[src/rtl/fifo_arb_pkg.sv]
// Shared types and helpers for the FIFO write arbiter.
// The round-robin index wrap uses an explicit compare because NUM_REQ need not be a power of two.
package fifo_arb_pkg;

  typedef enum logic {ARB_IDLE, ARB_GRANT} arb_state_t;

  function automatic int next_idx(input int idx, input int n);
    return (idx == n - 1) ? 0 : idx + 1;
  endfunction

endpackage

[src/rtl/fifo_wr_arbiter_rr_pick.sv]
// Combinational round-robin picker. It scans the requests starting at rr_ptr,
// wrapping modulo NUM_REQ, and returns the first request it finds.
module rr_pick #(
  parameter int NUM_REQ = 4,
  localparam int IDW = $clog2(NUM_REQ)
) (
  input  logic [NUM_REQ-1:0] req,
  input  logic [IDW-1:0]     rr_ptr,
  output logic [IDW-1:0]     pick,
  output logic               any_valid
);

  function automatic int wrap_add(input int base, input int off);
    int s;
    s = base + off;
    return (s >= NUM_REQ) ? s - NUM_REQ : s;
  endfunction

  // The scan runs from farthest to nearest offset, so the nearest valid request wins.
  always_comb begin
    pick      = '0;
    any_valid = |req;
    for (int k = NUM_REQ - 1; k >= 0; k--) begin
      if (req[wrap_add(int'(rr_ptr), k)]) begin
        pick = IDW'(wrap_add(int'(rr_ptr), k));
      end
    end
  end

endmodule

[src/rtl/fifo_wr_arbiter.sv]
// Round-robin arbiter that shares one FIFO write port between NUM_REQ producers.
// Each grant lasts for up to MAX_BURST words. The arbiter stalls while the FIFO is full.
module fifo_wr_arbiter
  import fifo_arb_pkg::*;
#(
  parameter int NUM_REQ    = 4,
  parameter int DATA_WIDTH = 8,
  parameter int MAX_BURST  = 4,
  localparam int IDW = $clog2(NUM_REQ)
) (
  input  logic                          clk,
  input  logic                          rst_,
  input  logic [NUM_REQ-1:0]            req_valid,
  input  logic [NUM_REQ*DATA_WIDTH-1:0] req_data,
  output logic [NUM_REQ-1:0]            req_ready,
  input  logic                          fifo_full,
  output logic                          fifo_wr_en,
  output logic [DATA_WIDTH-1:0]         fifo_din,
  output logic [IDW-1:0]                grant_id,
  output logic                          busy
);

  localparam int BCW = $clog2(MAX_BURST + 1);

  arb_state_t            state;
  logic [IDW-1:0]        owner;
  logic [IDW-1:0]        rr_ptr;
  logic [BCW-1:0]        burst_cnt;
  logic [IDW-1:0]        pick;
  logic                  any_valid;
  logic                  owner_valid;
  logic                  xfer;
  logic                  last_beat;
  logic [DATA_WIDTH-1:0] owner_data;

  rr_pick #(.NUM_REQ(NUM_REQ)) u_rr_pick (
    .req       (req_valid),
    .rr_ptr    (rr_ptr),
    .pick      (pick),
    .any_valid (any_valid)
  );

  assign owner_valid = req_valid[owner];
  assign owner_data  = req_data[owner*DATA_WIDTH +: DATA_WIDTH];
  assign xfer        = (state == ARB_GRANT) && owner_valid && !fifo_full;
  assign last_beat   = (burst_cnt == BCW'(MAX_BURST - 1));

  // A full FIFO holds the grant indefinitely. A producer that drops valid loses the grant at once.
  always_ff @(posedge clk or posedge rst_) begin
    if (rst_) begin
      state     <= ARB_IDLE;
      owner     <= '0;
      rr_ptr    <= '0;
      burst_cnt <= '0;
    end else begin
      case (state)
        ARB_IDLE: begin
          if (any_valid) begin
            owner     <= pick;
            burst_cnt <= '0;
            state     <= ARB_GRANT;
          end
        end
        ARB_GRANT: begin
          if (xfer) begin
            burst_cnt <= burst_cnt + 1'b1;
          end
          if (!owner_valid || (xfer && last_beat)) begin
            state  <= ARB_IDLE;
            rr_ptr <= IDW'(next_idx(int'(owner), NUM_REQ));
          end
        end
        default: state <= ARB_IDLE;
      endcase
    end
  end

  always_comb begin
    req_ready = '0;
    if (xfer) begin
      req_ready[owner] = 1'b1;
    end
    fifo_wr_en = xfer;
    fifo_din   = (state == ARB_GRANT) ? owner_data : '0;
    grant_id   = (state == ARB_GRANT) ? owner : '0;
    busy       = (state == ARB_GRANT);
  end

endmodule

[config.mk]
export PLATFORM = sky130hd
export DESIGN_NAME = fifo_wr_arbiter
export DESIGN_NICKNAME = d
export VERILOG_FILES = /design/src/rtl/fifo_arb_pkg.sv /design/src/rtl/fifo_wr_arbiter_rr_pick.sv /design/src/rtl/fifo_wr_arbiter.sv
export SDC_FILE = /design/constraint.sdc
export NUM_CORES = 1
export LEC_CHECK = 0
export CAP_MARGIN = 10
export CORE_AREA = 3 3 49 51
export DETAILED_ROUTE_END_ITERATION = 8
export DIE_AREA = 0 0 52 54
export DONT_BUFFER_PORTS = 1
export GPL_TIMING_DRIVEN = 0
export HOLD_SLACK_MARGIN = 0.1
export PLACE_DENSITY_LB_ADDON = 0.3
export SLEW_MARGIN = 20
export SYNTH_ARGS = -nofsm -noshare
export SYNTH_HDL_FRONTEND = slang
export SYNTH_HIERARCHICAL = 1
export SYNTH_SLANG_ARGS = --single-unit
[constraint.sdc]
create_clock -name clk -period 3.1 [get_ports clk]
set_clock_uncertainty 0.1 [all_clocks]
set_input_delay 0.31 -clock clk [delete_from_list [all_inputs] [get_ports clk]]
set_output_delay 0.31 -clock clk [all_outputs]
set_load 0.01 [all_outputs]
After elaboration in Yosys (flattened, before gate mapping)
Cells that the tools add are included.

word-level totals
  input bits = 39
  output and inout bits = 16
  register bits = 8
  word-level logic and storage cells = 74

cells by class
  bitwise logic cells = 1
  shift-type cells = 1
  eq/ne operators = 4
  order comparisons = 10
  reductions and logical operators = 11
  add/sub/neg operators = 9
  multiplexer cells = 34

operators with widths
  operator                                                                 number
  32-bit by 4-bit < comparator with 1-bit output (second input constant)   4
  32-bit two-way mux                                                       4
  32-bit by 4-bit >= comparator with 1-bit output (second input constant)  3
  32-bit by 4-bit subtractor with 32-bit output (second input constant)    3
  32-bit by 6-bit indexed part select with 8-bit output                    1
  1-bit two-way mux                                                        12
  2-bit two-way mux                                                        6
  1-bit binary-select mux with 2-bit select                                5
  8-bit two-way mux                                                        1
  2-bit by 2-bit adder with 3-bit output (second input constant)           2
  3-bit two-way mux                                                        2
  3-bit one-hot mux with 2 select lines                                    1
  2-bit AND reduction                                                      3
  1-bit logical AND                                                        4
  4-bit two-way mux                                                        1
  4-bit OR reduction                                                       1
  2-bit by 3-bit subtractor with 4-bit output (second input constant)      1
  2-bit by 1-bit adder with 3-bit output (second input constant)           1
  3-bit by 1-bit adder with 3-bit output (second input constant)           1
  3-bit by 2-bit == test with 1-bit output (second input constant)         1
  2-bit by 3-bit >= comparator with 1-bit output (second input constant)   1
  2-bit by 3-bit < comparator with 1-bit output (second input constant)    1
  2-bit by 1-bit adder with 2-bit output (second input constant)           1
  1-bit demux with 2-bit select                                            1
  other kinds (8)                                                          9

Depth between registers and ports, before layout
Gate-level depths: netlist (run 1).

  word-level depth = 10
  gate-level depth with buffers = 5
  mapped depth without buffers = 5

Modules after synthesis
The synthesis (run 1) kept the hierarchy.

modules (own cells, without submodules)
  module           cells each  area each (µm²)  sequential area each (µm²)  times used
  fifo_wr_arbiter  65          758.2            200.2                       1
  rr_pick          13          77.6             0.0                         1

Worst setup path after synthesis (run 1)
OpenSTA, ideal clock, no wires.

  kind = register -> output
  start point = register owner[0]
  end point = output port fifo_din[0]
  slack = 1.277 ns
  data required time = 2.690 ns
  cell stages (with the launch flop) = 4
  arrival time = 1.413 ns
  path buffers = 1
  cell sequence = dfrtp_1 -> buf_2 -> mux4_2 -> and2_1

on the way
  longest elaborated chain between the ends = 2

RTL lines
  element                                                RTL line               text
  start: declaration                                     fifo_wr_arbiter.sv:26  logic [IDW-1:0] owner;
  start signal: assignment                               fifo_wr_arbiter.sv:59  owner <= pick;
  32-bit by 6-bit indexed part select with 8-bit output  fifo_wr_arbiter.sv:44  assign owner_data = req_data[owner*DATA_WIDTH +: DATA_WIDTH];
  8-bit two-way mux                                      fifo_wr_arbiter.sv:84  fifo_din = (state == ARB_GRANT) ? owner_data : '0;
  end: declaration                                       fifo_wr_arbiter.sv:18  output logic [DATA_WIDTH-1:0] fifo_din,

No other way between the ends.

Final worst setup path (run 1)
  start point = register owner[0]
  end point = output port fifo_din[4]

The elaborated chain is that of the path after synthesis.

==> key figures, run 1 <==
Yosys
  – Post-synth top area share: 23.95%
  – Yosys warns: 6
  – Syn Std Cell Area: 835.8 um2
  – Area leader, netlist: dfrtp_1
  – Synth Area per Inst: 10.72 um2
  – Net Count, Synth: 123
  – Mapped Cells: 78
  – FF+latch count, synth: 8
  – Seq/Total Area, Yosys: 23.95%
  – Largest cells by area after synthesis: dfrtp_1, mux4_2, and2_1
  – Synth unique cells: 22

Setup path
  – Startpoint class of the critical path: flip-flop
  – Top Family by Delay on Critical Path: multiplexers
  – Critical path, cell by cell: buf_2 > mux4_2 > and2_1
  – R2R Setup Slk: 1.26 ns
  – Worst setup EP type: output port
  – Crit. path cell count: 3
  – Worst path bufs/invs: 1
  – Crit path largest cell delay: 0.54 ns
  – Worst Path Arrival: 1.83 ns
  – Required time of the worst setup path: 2.69 ns
  – R2r endpoint: rr_ptr[1]
  – Reg2reg start: owner[0]
  – Worst Setup SP: owner[0]
  – FF-to-FF path depth: 3
  – CP max FO: 10
  – Slowest-stage cell, CP: mux4_2
  – CP Class: reg -> out
  – End point of the critical path: fifo_din[4]

CTS
  – Post-CTS setup buffers: 0
  – CTS sink cnt: 8
  – Longest Clk Path Bufs: 2
  – CTS Buf Count: 3
  – CTS clock-pin slew for the worst setup and hold paths: 0.06 ns
  – Max H-tree Level: 1
  – CTS Root Cell: clkbuf_4
  – Clock latency on the worst-skew pair: 0.26 ns
  – CTS tree: done

Global routing
  – Initial antenna violation count: 0
  – Global-route wire length before repair: 2587 um
  – GRT Util Overall: 13.04%
  – Grt total ovfl: 0
  – Vias in the first global route: 550
  – Largest net degree at the start of global routing: 11

STA
  – Setup Total Neg Slack: 0 ns
  – Final setup vio count: 0
  – Setup ws final: 0.8567 ns
  – Final period util: 72.36%
  – Hold Vio Cnt, Final: 0
  – FMAX: 445.8 MHz
  – Min Hold Slack: 0.1586 ns
  – Pins Over Slew Limit: 0
  – Slew @ Worst Pin: 0.4973 ns
  – Fin crit period: 2.243 ns
  – Rel. slew slack: 66.85%
  – RSZ-0062 raised after global routing: no

Floorplanning
  – Die Area: 2808 um2
  – Die height: 54 um
  – Io pins: 55
  – Initial core utilization: 42.17%
  – Number of core rows: 16
  – Placeable Area: 1982 um2
  – Chip width: 52 um

Min path
  – Hold wc startpoint: fifo_full
  – Hold/Removal Path Class: in -> reg

Finish
  – Area Growth Syn to Fin: 7.934%
  – Ant. Diodes: 0
  – Filler Cell Count: 193
  – Final core utilization: 45.52%
  – Layout cells sized above 1: 23.17%
  – Final non-filler cell total: 109
  – Final nets: 129

Pwr
  – VDD IR max: 0.4631 mV
  – Pleak: 0.3724 nW
  – Power Dens Cells: 908.4 nW/um2

Routing
  – WL final: 1847 um
  – Initial DRC count: 0
  – Antenna viol nets, final: 0
  – Top Layer Used: met4
  – Via density: 5.413
  – Drt first pass iters: 1
  – Via count: 590
  – Met3 wire len: 165 um
  – Routed WL per cell: 16.94 um
  – # DRC: 0
  – DR WL met2: 909 um
  – Metal1 wirelength: 743 um

Run status
  – Status: complete, no violations

Run
  – Max Cap Viol: 0

Place
  – Port Buffers: 0
  – Routability cong.: 0.7466
  – Post-DP HPWL: 1524 um
  – Pre-CTS WS: 1.114 ns
  – Placed Cells incl. Taps: 105
cell type report:
cell class                      count  area [um2]  share of cell area (%)
Multi-Input combinational cell     60       596.8                   66.16
Sequential cell                     8       200.2                   22.19
Tap cell                           27       33.78                   3.745
Inverter                            7       26.28                   2.913
Clock buffer                        3       22.52                   2.497
Buffer                              3       12.51                   1.387
Timing Repair Buffer                1       10.01                   1.110
synth_stat cells:
cell type,number
mux2i_1,4
ha_1,6
dfrtp_1,8
buf_2,1
a2111oi_0,1
nand2_1,5
nor2_1,6
a211oi_2,1
buf_1,1
inv_1,7
a21oi_2,1
nor3b_1,1
mux4_2,8
mux2_2,4
a21oi_1,1
nor3b_4,1
nand2b_1,4
o21bai_1,1
mux4_1,1
and2_1,14
a211oi_1,1
clkbuf_1,1
routing by layer:
layer / track usage, % / up-vias
met2: 19.87 / 28
met4: 6.550 / 0
met3: 3.878 / 5
met5: 0 / -
met1: 16.72 / 269
li1: - / 288
power by group:
part           leakage, nW  internal, W  total [W]  switching [W]
Combinational        0.259     0.000264   0.000519       0.000255
Clock               0.0138    0.0000446  0.0000846      0.0000399
Sequential          0.0992     0.000150   0.000216      0.0000661
sequential cells by signal, summed over array words and instances, names as in the netlist:
register / count
burst_cnt: 3
owner: 2
rr_ptr: 2
busy: 1
cell usage in the layout, fill, tap and decap left out, drive strengths merged, types with 2 or more instances in the layout:
master / netlist / final
ha: 6 / 6
inv: 7 / 7
nand2: 5 / 5
nand2b: 4 / 4
mux2i: 4 / 4
a21oi: 2 / 2
buf: 2 / 2
mux2: 4 / 4
mux4: 9 / 9
nor3b: 2 / 2
and2: 14 / 14
clkbuf: 1 / 4
dfrtp: 8 / 8
a211oi: 2 / 2
nor2: 6 / 6
worst min path at each step:
stage / end / depth (start not counted)
6_report: burst_cnt[2] / 2
5_1_grt: burst_cnt[2] / 2
2_1_floorplan: burst_cnt[0] / 1
3_3_place_gp: rr_ptr[0] / 1
3_5_place_dp: rr_ptr[0] / 1
4_1_cts: burst_cnt[2] / 2
timing repair:
action	in CTS	in global routing
hold buffers	1	0
resized for setup	0	0
endpoints found under the hold margin	8	0
cell families (layout without fill, tap and decap cells):
logic type | after synthesis | count (layout) | share of synthesized area (%)
buffers and inverters | 10 | 14 | 4.640
AO/OA/AOI/OAI | 6 | 6 | 5.988
flip-flops | 8 | 8 | 23.95
adder cells (fa/ha/maj) | 6 | 6 | 8.982
AND/OR/NAND/NOR | 31 | 31 | 21.56
multiplexers | 17 | 17 | 34.88
per-stage QoR:
step | total power [W] | instance area [um2]
after floorplan | 0.0006504 | 835.8
after global placement | 0.0007292 | 869.6
after detailed placement | 0.0007432 | 869.6
after CTS | 0.0008333 | 902.1
after global routing | 0.0008986 | 902.1
final | 0.0008195 | 902.1
No activity file was read; power rests on OpenSTA's default activity.
==> run 2, diff against run 1 <==
clock period = 2 ns   (was 3.1 ns; I/O delays follow)
==> run 2 against run 1 <==
Effect of this change: the run now ends with setup timing left; die area stayed put; design area is 7.8% higher; routed wire length is 5.2% higher; critical path depth stayed put; critical endpoint is now req_ready[2].
==> key figures, run 2 (synthesis results as in run 1) <==
Run status
  – Status: finished with violations
  – Violated checks: setup timing

Setup path
  – R2R Setup Slk: 0.09 ns
  – CP max FO: 8
  – Critical path, cell by cell: mux4_2 > nor3b_4 > and2_4
  – Startpoint class of the critical path: flip-flop
  – Crit path largest cell delay: 0.45 ns
  – CP Class: reg -> out
  – Required time of the worst setup path: 1.70 ns
  – Worst setup EP type: output port
  – Slowest-stage cell, CP: nor3b_4
  – Worst Path Arrival: 1.73 ns

STA
  – RSZ-0062 raised after global routing: yes
  – Rel. slew slack: 67.24%
  – Setup ws final: -0.02781 ns
  – Slew @ Worst Pin: 0.4909 ns
  – Hold Vio Cnt, Final: 0
  – Final period util: 101.4%
  – Setup Total Neg Slack: -0.1040 ns
  – Fin crit period: 2.028 ns
  – FMAX: 493.1 MHz
  – Min Hold Slack: 0.1377 ns
  – Pins Over Slew Limit: 0
  – Final setup vio count: 4

Routing
  – Drt first pass iters: 4
  – # DRC: 0
  – Initial DRC count: 18
  – Antenna viol nets, final: 0
  – WL final: 1943 um
  – Via count: 623
  – Routed WL per cell: 16.90 um
  – Via density: 5.417

Place
  – Post-DP HPWL: 1524 um
  – Routability cong.: 0.7466
  – Pre-CTS WS: 0.1241 ns
  – Port Buffers: 0

Pwr
  – Power Dens Cells: 1442 nW/um2
  – Seq pwr share: 23.0%
  – Pleak: 0.4118 nW
  – VDD IR max: 0.6731 mV
  – Comb power frac: 67.6%
  – Clk pwr share: 9.4%
  – Total Power: 0.001401 W
  – Sw Ratio: 41.92%
  – Psw: 0.0005875 W
  – Internal power: 0.0008139 W

Global routing
  – M3 GR Usage: 3.878%
  – GRT Util Overall: 13.58%
  – Met2 usage: 21.34%
  – Grt total ovfl: 0
  – Vias in the first global route: 574
  – Grt peak-use layer: met2
  – Grt met1 use: 17.09%
  – Initial antenna violation count: 0
  – Largest net degree at the start of global routing: 11
  – Global-route wire length before repair: 2697 um

Floorplanning
  – Die height: 54 um
  – Number of core rows: 16
  – Initial core utilization: 42.17%
  – Io pins: 55
  – Die Area: 2808 um2
  – Chip width: 52 um
  – Placeable Area: 1982 um2

Finish
  – Commonest non-fill, non-tap cell in the layout: and2_1
  – Ant. Diodes: 0
  – Area Growth Syn to Fin: 16.32%
  – Max FFs per register: 3
  – Commonest cells after routing, fill and taps aside: and2_1, mux4_2, inv_1, dfrtp_1
  – Final nets: 135
  – Top flop regs: burst_cnt (3), owner (2), rr_ptr (2)
  – Layout cells sized above 1: 34.09%
  – Biggest register: burst_cnt

CTS
  – Longest Clk Path Bufs: 2
  – Max H-tree Level: 1
  – CTS Root Cell: clkbuf_4
  – CTS Buf Count: 3
  – CTS sink cnt: 8
  – CTS tree: done
  – Clock latency on the worst-skew pair: 0.26 ns
  – CTS clock-pin slew for the worst setup and hold paths: 0.06 ns

Run
  – Max Cap Viol: 0

Min path
  – Hold/Removal Path Class: in -> reg
-- run 2: power groups by stage --
stage	Sequential (W)	Combinational [W]	Clock [W]
6_report	0.000323	0.000948	0.000131
5_1_grt	0.000338	0.00105	0.000140
4_1_cts	0.000324	0.000922	0.000136
3_5_place_dp	0.000340	0.000812	0
3_3_place_gp	0.000335	0.000795	0
2_1_floorplan	0.000310	0.000698	0
-- run 2: worst max-delay path: cells and delay by family (launching register included) --
| family | cells | cell delay [ns] |
|---|---|---|
| simple gates | 2 | 0.69 |
| flops | 1 | 0.42 |
| mux | 1 | 0.35 |
-- run 2: through the flow --
stage                     cells  util, %  cell area, um2
after CTS                   113    47.79           947.2
after detailed placement    105    43.88           869.6
after global routing        115    49.05           972.2
after floorplan              78        -           835.8
final                       115    49.05           972.2
after global placement      105    43.88           869.6
-- run 2: worst paths after layout --
check	depth (start not counted)	startpoint	endpoint
max	3	owner[0]	req_ready[2]
min	4	req_valid[2]	busy
max reg2reg	5	owner[0]	rr_ptr[1]
min reg2reg	1	burst_cnt[0]	burst_cnt[0]
max in group asynchronous	2	rst_	owner[0]
min in group asynchronous	2	rst_	burst_cnt[1]
-- run 2: per-layer routing --
layer	up-vias	part of all wire [%]	wire length, um
met4	0	1.4	28
met2	30	50	974
met1	290	40	768
met3	5	8.8	171
met5	-	0	0
li1	298	-	-
-- run 2: final cells by class --
type                    count  area, um2
plain buffers               3      23.77
well taps                  27      33.78
multi-input cells          60      606.8
fillers                   184       1010
flip-flops and latches      8      201.4
repair buffers              7      57.56
inverters                   7      26.28
clock buffers               3      22.52
-- run 2: repair_timing --
| item | CTS | global route |
|---|---|---|
| setup buffers | 4 | 1 |
| hold endpoints to repair | 11 | 3 |
| pin swaps | 4 | 4 |
| hold buffers | 1 | 1 |
| resized for setup | 7 | 2 |
| endpoints found under the setup margin | 11 | 10 |
==> run 3, diff against run 2 <==
CORE_AREA = 3 3 53 55   (was 3 3 49 51)
DIE_AREA = 0 0 56 58   (was 0 0 52 54)
==> run 3 against run 2 <==
Effect of this change: the flow still finishes with violations (setup timing); setup slack got worse by 0.028 ns; hold slack got worse by 0.021 ns; first-iteration DRC count decreased by 67%; utilization decreased by 10 points; register-to-register slack improved by 0.24 ns; fmax decreased by 1.4%.
==> key figures, run 3 (synthesis results as in run 1) <==
CTS
  – Clock latency on the worst-skew pair: 0.25 ns
  – Max H-tree Level: 1
  – CTS sink cnt: 8
  – CTS Buf Count: 3
  – CTS tree: done
  – CTS clock-pin slew for the worst setup and hold paths: 0.06 ns
  – CTS Root Cell: clkbuf_4
  – Longest Clk Path Bufs: 2

Finish
  – Register area: 201.4 um2
  – Ant. Diodes: 0
  – Filler Cell Count: 252
  – Multi-input logic area: 606.8 um2
  – Layout cells sized above 1: 31.76%
  – Area Growth Syn to Fin: 13.62%
  – Post-route cell area: 949.7 um2
  – Commonest cells after routing, fill and taps aside: and2_1, mux4_2, inv_1, dfrtp_1
  – Final non-filler cell total: 115
  – Top flop regs: burst_cnt (3), owner (2), rr_ptr (2)
  – Max FFs per register: 3
  – Biggest register: burst_cnt
  – Final nets: 132
  – Commonest non-fill, non-tap cell in the layout: and2_1

STA
  – Setup ws final: -0.05581 ns
  – Setup Total Neg Slack: -0.2231 ns
  – Pins Over Slew Limit: 0
  – Final period util: 102.8%
  – Fin crit period: 2.056 ns
  – Slew @ Worst Pin: 0.5069 ns
  – FMAX: 486.4 MHz
  – Rel. slew slack: 66.17%
  – Final setup vio count: 4
  – RSZ-0062 raised after global routing: yes
  – Min Hold Slack: 0.1170 ns
  – Hold Vio Cnt, Final: 0

Routing
  – Initial DRC count: 6
  – Drt first pass iters: 4
  – Antenna viol nets, final: 0
  – # DRC: 0
  – WL final: 2165 um
  – Via density: 5.643
  – Via count: 649
  – Routed WL per cell: 18.83 um

Setup path
  – CP max FO: 8
  – Worst Path Arrival: 1.76 ns
  – R2r endpoint: rr_ptr[1]
  – Reg2reg start: owner[0]
  – End point of the critical path: req_ready[0]
  – R2R Setup Slk: 0.33 ns
  – Worst setup EP type: output port
  – FF-to-FF path depth: 3
  – CP Class: reg -> out
  – Required time of the worst setup path: 1.70 ns
  – Worst Setup SP: owner[0]
  – Startpoint class of the critical path: flip-flop

Floorplanning
  – Die Area: 3248 um2
  – Initial core utilization: 34.36%
  – Die height: 58 um
  – Placeable Area: 2432 um2
  – Chip width: 56 um
  – Io pins: 55
  – Number of core rows: 18

Place
  – Placed Cells incl. Taps: 108
  – Post-DP HPWL: 1796 um
  – Placed Area: 873.3 um2
  – Routability cong.: 0.6849
  – Port Buffers: 0

Run status
  – Status: finished with violations
  – Violated checks: setup timing

Pwr
  – Psw: 0.0005819 W
  – Power Dens Cells: 1422 nW/um2
  – Clk pwr share: 9.4%
  – Internal power: 0.0007682 W
  – VDD IR max: 0.7218 mV
  – Comb power frac: 66.5%
  – Pleak: 0.3960 nW
  – Sw Ratio: 43.10%
  – Seq pwr share: 24.1%
  – Total Power: 0.001350 W

Global routing
  – Initial antenna violation count: 0
  – Global-route wire length before repair: 3325 um
  – Vias in the first global route: 701
  – Largest net degree at the start of global routing: 11
  – GRT Util Overall: 13.35%
  – Grt total ovfl: 0

Run
  – Max Cap Viol: 0

Min path
  – Hold/Removal Path Class: in -> reg
==> run 3: cell count changes in the layout (fill, tap and decap cells not counted) <==
cell   change
buf_4      -3
buf_6      +1
buf_8      -1
==> run 3: how the worst min path moves through the flow <==
stage	start	endpoint	slack (ns)	cells past startpoint
3_5_place_dp	rst_	rr_ptr[1]	-0.03	1
5_1_grt	req_valid[2]	busy	0.11	4
3_3_place_gp	rst_	rr_ptr[1]	-0.05	1
2_1_floorplan	rst_	burst_cnt[0]	-0.08	1
4_1_cts	req_valid[2]	busy	0.10	4
6_report	req_valid[0]	busy	0.12	4
==> run 3: repair_timing <==
action                                 4_1_cts  5_1_grt
endpoints found under the hold margin       11        0
buffers inserted                             2        0
hold buffers                                 2        0
setup endpoints to repair                   11       10
cloned                                       0        0
pin swaps                                    4        0
gates resized for setup                      7        1
==> run 3: final cells by class <==
type / instances / area share, %
repair buffers: 4 / 3.689
clock buffers: 3 / 2.372
flip-flops and latches: 8 / 21.21
plain buffers: 3 / 2.108
well taps: 30 / 3.953
inverters: 7 / 2.767
multi-input cells: 60 / 63.90
==> run 3: layer usage <==
metal,wire [um],vias up,part of all wire [%],GRT usage (%)
met5,0,-,0,0
met2,1088,47,50,24.71
met4,18,0,0.83,4.068
met1,800,307,37,13.87
met3,258,2,12,5.345
li1,-,293,-,-
==> run 3: power groups by stage <==
stage / sequential (W) / combinational (W) / clock [W]
finish: 0.000325 / 0.000898 / 0.000127
global route: 0.000337 / 0.000998 / 0.000140
CTS: 0.000325 / 0.000905 / 0.000130
detailed placement: 0.000346 / 0.000822 / 0
global placement: 0.000340 / 0.000801 / 0
floorplan: 0.000310 / 0.000698 / 0
==> run 3: worst max-delay path: stages (launching register included) <==
cell	delay (ns)
dfrtp_2	0.41
mux4_2	0.36
nor3b_4	0.47
and2_4	0.26
==> run 3: metrics by stage <==
step	setup slack (ns)	utilization, %
floorplan	0.2868	-
global placement	0.09396	35.91
detailed placement	0.08430	35.91
CTS	-0.07524	38.89
global route	-0.1448	39.04
finish	-0.05581	39.04
